--- config.mk ---
export PLATFORM = sky130hd
export DESIGN_NAME = vdu_mem_arbiter
export DESIGN_NICKNAME = d
export VERILOG_FILES = /design/src/rtl/vdu_mem_arbiter.sv
export SDC_FILE = /design/constraint.sdc
export NUM_CORES = 1
export LEC_CHECK = 0
export BUFFER_PORTS_ARGS = -buffer_cell sky130_fd_sc_hd__buf_4
export CORE_MARGIN = 3
export CORE_UTILIZATION = 49
export DETAILED_ROUTE_END_ITERATION = 16
export HOLD_SLACK_MARGIN = 0.06
export PLACE_DENSITY = 0.85
export SLEW_MARGIN = 20
export SYNTH_ARGS = -nofsm -noshare
export SYNTH_HDL_FRONTEND = slang
export SYNTH_SLANG_ARGS = --single-unit
--- constraint.sdc ---
create_clock -name i_clk -period 4.05 [get_ports i_clk]
set_input_delay 0.405 -clock i_clk [delete_from_list [all_inputs] [get_ports i_clk]]
set_output_delay 0.405 -clock i_clk [all_outputs]
set_load 0.02 [all_outputs]
--- src/rtl/vdu_mem_arbiter.sv ---
// rtl/vdu_mem_arbiter.sv - display RAM arbiter: VDU reads have absolute priority, CPU gets idle cycles
// Out-of-window CPU accesses complete without touching RAM; reads of them return 8'hFF.
module vdu_mem_arbiter #(
   parameter logic [15:0] BASE_ADDR = 16'h0200,
   parameter int          ADDRW     = 9
) (
   input  logic             i_clk,
   input  logic             i_rst_n,
   input  logic             i_vdu_read_en,
   input  logic [15:0]      i_vdu_read_addr,
   output logic [7:0]       o_vdu_data,
   input  logic             i_cpu_req,
   input  logic             i_cpu_we,
   input  logic [15:0]      i_cpu_addr,
   input  logic [7:0]       i_cpu_wdata,
   output logic [7:0]       o_cpu_rdata,
   output logic             o_cpu_ack,
   output logic [ADDRW-1:0] o_mem_addr,
   output logic             o_mem_we,
   output logic [7:0]       o_mem_wdata,
   input  logic [7:0]       i_mem_rdata
);

   localparam logic [16:0]      BASE17  = {1'b0, BASE_ADDR};
   localparam logic [16:0]      LIMIT17 = BASE17 + (17'd1 << ADDRW);
   localparam logic [ADDRW-1:0] BASE_LO = BASE_ADDR[ADDRW-1:0];

   typedef enum logic [1:0] {
      S_IDLE,
      S_CPU_RD,
      S_ACK
   } state_t;

   state_t           state_q;
   logic             ack_q;
   logic [7:0]       rdata_q;
   logic [ADDRW-1:0] addr_q;
   logic [7:0]       wdata_q;

   logic             cpu_in_range;
   logic             cpu_grant;
   logic             cpu_wr_grant;
   logic [ADDRW-1:0] cpu_offset;
   logic [ADDRW-1:0] vdu_offset;
   logic [ADDRW-1:0] addr_d;
   logic [7:0]       wdata_d;
   logic             unused_vdu_hi;

   // The window never wraps, so the low bits alone give the offset modulo the RAM size.
   assign cpu_offset    = i_cpu_addr[ADDRW-1:0] - BASE_LO;
   assign vdu_offset    = i_vdu_read_addr[ADDRW-1:0] - BASE_LO;
   assign unused_vdu_hi = ^i_vdu_read_addr[15:ADDRW];

   assign cpu_in_range = ({1'b0, i_cpu_addr} >= BASE17) && ({1'b0, i_cpu_addr} < LIMIT17);
   assign cpu_grant    = (state_q == S_IDLE) && i_cpu_req && !i_vdu_read_en;
   assign cpu_wr_grant = cpu_grant && cpu_in_range && i_cpu_we;

   always_comb begin
      addr_d  = addr_q;
      wdata_d = wdata_q;
      if (i_vdu_read_en) begin
         addr_d = vdu_offset;
      end else if (cpu_grant && cpu_in_range) begin
         addr_d = cpu_offset;
      end
      if (cpu_wr_grant) begin
         wdata_d = i_cpu_wdata;
      end
   end

   // The RAM-side mux is combinational, so reset must gate it to hold the bus quiet.
   assign o_mem_addr  = i_rst_n ? addr_d : '0;
   assign o_mem_we    = i_rst_n & cpu_wr_grant;
   assign o_mem_wdata = i_rst_n ? wdata_d : 8'h00;
   assign o_vdu_data  = i_mem_rdata;
   assign o_cpu_rdata = rdata_q;
   assign o_cpu_ack   = ack_q;

   always_ff @(posedge i_clk or negedge i_rst_n) begin
      if (!i_rst_n) begin
         state_q <= S_IDLE;
         ack_q   <= 1'b0;
         rdata_q <= 8'h00;
         addr_q  <= '0;
         wdata_q <= 8'h00;
      end else begin
         addr_q  <= addr_d;
         wdata_q <= wdata_d;
         ack_q   <= 1'b0;
         case (state_q)
            S_IDLE: begin
               if (cpu_grant) begin
                  if (cpu_in_range && !i_cpu_we) begin
                     state_q <= S_CPU_RD;
                  end else begin
                     state_q <= S_ACK;
                     ack_q   <= 1'b1;
                     if (!cpu_in_range && !i_cpu_we) begin
                        rdata_q <= 8'hFF;
                     end
                  end
               end
            end
            // RAM data here belongs to the CPU address even if the VDU took the bus this cycle.
            S_CPU_RD: begin
               rdata_q <= i_mem_rdata;
               ack_q   <= 1'b1;
               state_q <= S_ACK;
            end
            S_ACK: begin
               state_q <= S_IDLE;
            end
            default: begin
               state_q <= S_IDLE;
            end
         endcase
      end
   end

endmodule

==> results.cfg <==
[clock_tree]
clkTransAtPathRegs_ps = 150
cts_buffers = 3
clk_path_buf_depth = 2
cts-root-buf = clkbuf_4
postCtsSetupRepairBufs = 0
cts_resized = 0
clock-sinks = 28
htree_num_levels = 1
clkLatencyLatePin_ps = 320
cts_tree = built

[floorplan]
ios = 88
start_util_pct = 53.9
die_h_um = 65.3
fp-row-count = 20
die_area_um2 = 4270
core_area_um2 = 3200
die_x_um = 65.3

[global_routing]
overflow = 0
grt_pass1_wl_mm = 6.23
grt_max_degree = 55
antenna_found_initial = 0
first_global_vias = 1397
grt_usage_pct = 18.9

[setup_path]
rr_endpoint = o_cpu_rdata[4]
critical_path.startpoint = state_q[0]
r2r_start = state_q[0]
worstPathRequired_ps = 3640
worstPathArrival_ps = 2270
max_stage_delay_ps = 800
path_class = reg -> out
endpoint = o_mem_addr[8]
critical_path_buf_inv_count = 1
r2r_cells = 3
startpoint_type = flip-flop
cp.depth = 4
critPathCaptureType = output pin
slowest_stage = or4b_1
cp_top_family = simple AND/OR/NAND/NOR gates
cp_max_fo = 13
crit_chain = or4b_1 > o41ai_1 > o21a_1 > buf_4
r2r_setup_slack_ps = 2050

[route]
drc = 0
routed_wirelength_mm = 3.92
wl_per_cell_um = 13.3
first_iter_violations = 133
routed-via-count = 1512
drtPass1Iterations = 4
ant_nets = 0
post_drt_via_cell_ratio = 5.13

[cells_and_area]
drive_gt1_share_pct = 43.0
nets = 305
areaGrowthSynthToFinish_pct = 36.0
antennaDiodeCount = 0
final-instance-count-excl-fill = 295
fin_area_um2 = 2350

[timing]
hold_slack_ps = 271
post-route-period-util_pct = 65.9
period_needed_ps = 2670
tightest_slew_ps = 595
report.final.slew_viol_count = 0
fmaxAchievable_mhz = 375
setup_violations = 0
final-hold-violation-count = 0
maxSlewHeadroom_pct = 60.3
setup_tns_ps = 0
fin_skew_ps = 1.60
rsz0062_at_grt = false

[placed_design]
io_buffers = 80
postPlaceCellArea_um2 = 2280
gp_congestion = 0.801
place_inst = 290
place_hpwl_mm = 2.85

[logic_synthesis]
synth_nets = 238
syn_area_per_cell_um2 = 9.33
synth_ff_type = dfrtp_1
synth_edf_count = 0
yosys-top-cells-area = dfrtp_1 (41%), o41ai_2 (6.6%), inv_1 (5.7%), nand2_1 (5.4%), mux2_2 (5.2%)
yosysSeqAreaShare_pct = 40.6
synth-seq-cells = 28
netlist_area_um2 = 1730
synth_top_area_cell = dfrtp_1
synthCells = 185
yosysMostFrequentCell = dfrtp_1
synth_top_area_share_pct = 40.6
synth_cell_type_count = 30
yosysWarnings = 0
synthTopCellsByCount = dfrtp_1 (28), inv_1 (26), nand2_1 (25)
synth-async-reset-ratio_pct = 100

[power_and_ir_drop]
p_int_uw = 459
p_leak_uw = 0.00121
peakVddDrop_v = 0.000157
sw_frac_of_total_pct = 25.1
power.density_cell_area_nw_per_um2 = 261
power_switching_uw = 154
power.share.clock_pct = 29.5
combPwrFrac_pct = 22.4
seqPwrFrac_pct = 48.1

[flow_run]
maxCapViolations = 0

[worst_hold_path]
hold_class = in -> reg

[run_status]
status = completed
-- metrics by stage --
step / utilization (%) / power (uW) / setup WS [ps]
4_1_cts: 73.2 / 623 / 1360
3_3_place_gp: 71.3 / 435 / 1530
3_5_place_dp: 71.3 / 438 / 1530
5_1_grt: 73.2 / 653 / 1210
2_1_floorplan: - / 374 / 1910
6_report: 73.2 / 613 / 1380
-- how the worst min path moves through the flow --
stage                     slack, ps         end  cells after the start     start
after floorplan                 110   addr_q[0]                      0   i_rst_n
after CTS                       250  state_q[0]                      2  i_cpu_we
after detailed placement        430   addr_q[3]                      1   i_rst_n
after global routing            230  state_q[0]                      2  i_cpu_we
final                           270  state_q[0]                      2  i_cpu_we
after global placement          430   addr_q[3]                      1   i_rst_n
-- placed cells by master (no fill, tap or decap), drive strengths merged, types with 3 or more instances in the layout --
cell    instances
o21a            9
a31oi           8
mux2i           8
dfrtp          28
nand2          25
inv            26
clkbuf          3
nor2            9
o41ai           9
buf            83
or2             9
mux2            8
a311oi          9
-- sequential cells by signal (all words and copies together) (netlist names) --
register     cells
state_q          2
addr_q           9
wdata_q          8
o_cpu_ack        1
o_cpu_rdata      8
-- power groups by stage --
stage	clock (uW)	sequential, uW	combinational [uW]
6_report	181	295	137
2_1_floorplan	0	302	72.0
4_1_cts	189	295	139
5_1_grt	206	297	150
3_5_place_dp	0	301	137
3_3_place_gp	0	300	135
-- cell type report --
type / count / area (um^2)
Fill cell: 259 / 857
Multi-Input combinational cell: 109 / 807
Sequential cell: 28 / 701
Timing Repair Buffer: 84 / 633
Inverter: 26 / 97.6
Tap cell: 44 / 55.1
Clock inverter: 1 / 30.0
Clock buffer: 3 / 22.5
-- cells by family (layout without fill, tap and decap cells) --
logic type | Yosys count | count (layout) | synth area share (%)
DFF | 28 | 28 | 40.6
and+or+nand+nor | 55 | 55 | 16.5
buffers and inverters | 48 | 114 | 13.0
muxes | 16 | 16 | 9.86
AOI/OAI and AO/OA | 38 | 38 | 20.1
-- repair_timing --
| item | CTS | global route |
|---|---|---|
| hold buffers | 1 | 0 |
| hold endpoints to repair | 28 | 0 |
| endpoints found under the setup margin | 0 | 0 |
-- metal layers --
layer	global-route usage, %	vias up	wire length [um]
met5	0	-	0
met2	33.9	48	1980
li1	-	767	-
met4	8.03	0	57
met3	2.39	4	275
met1	22.7	693	1610
Note: power is estimated with default switching activity, not from simulation.
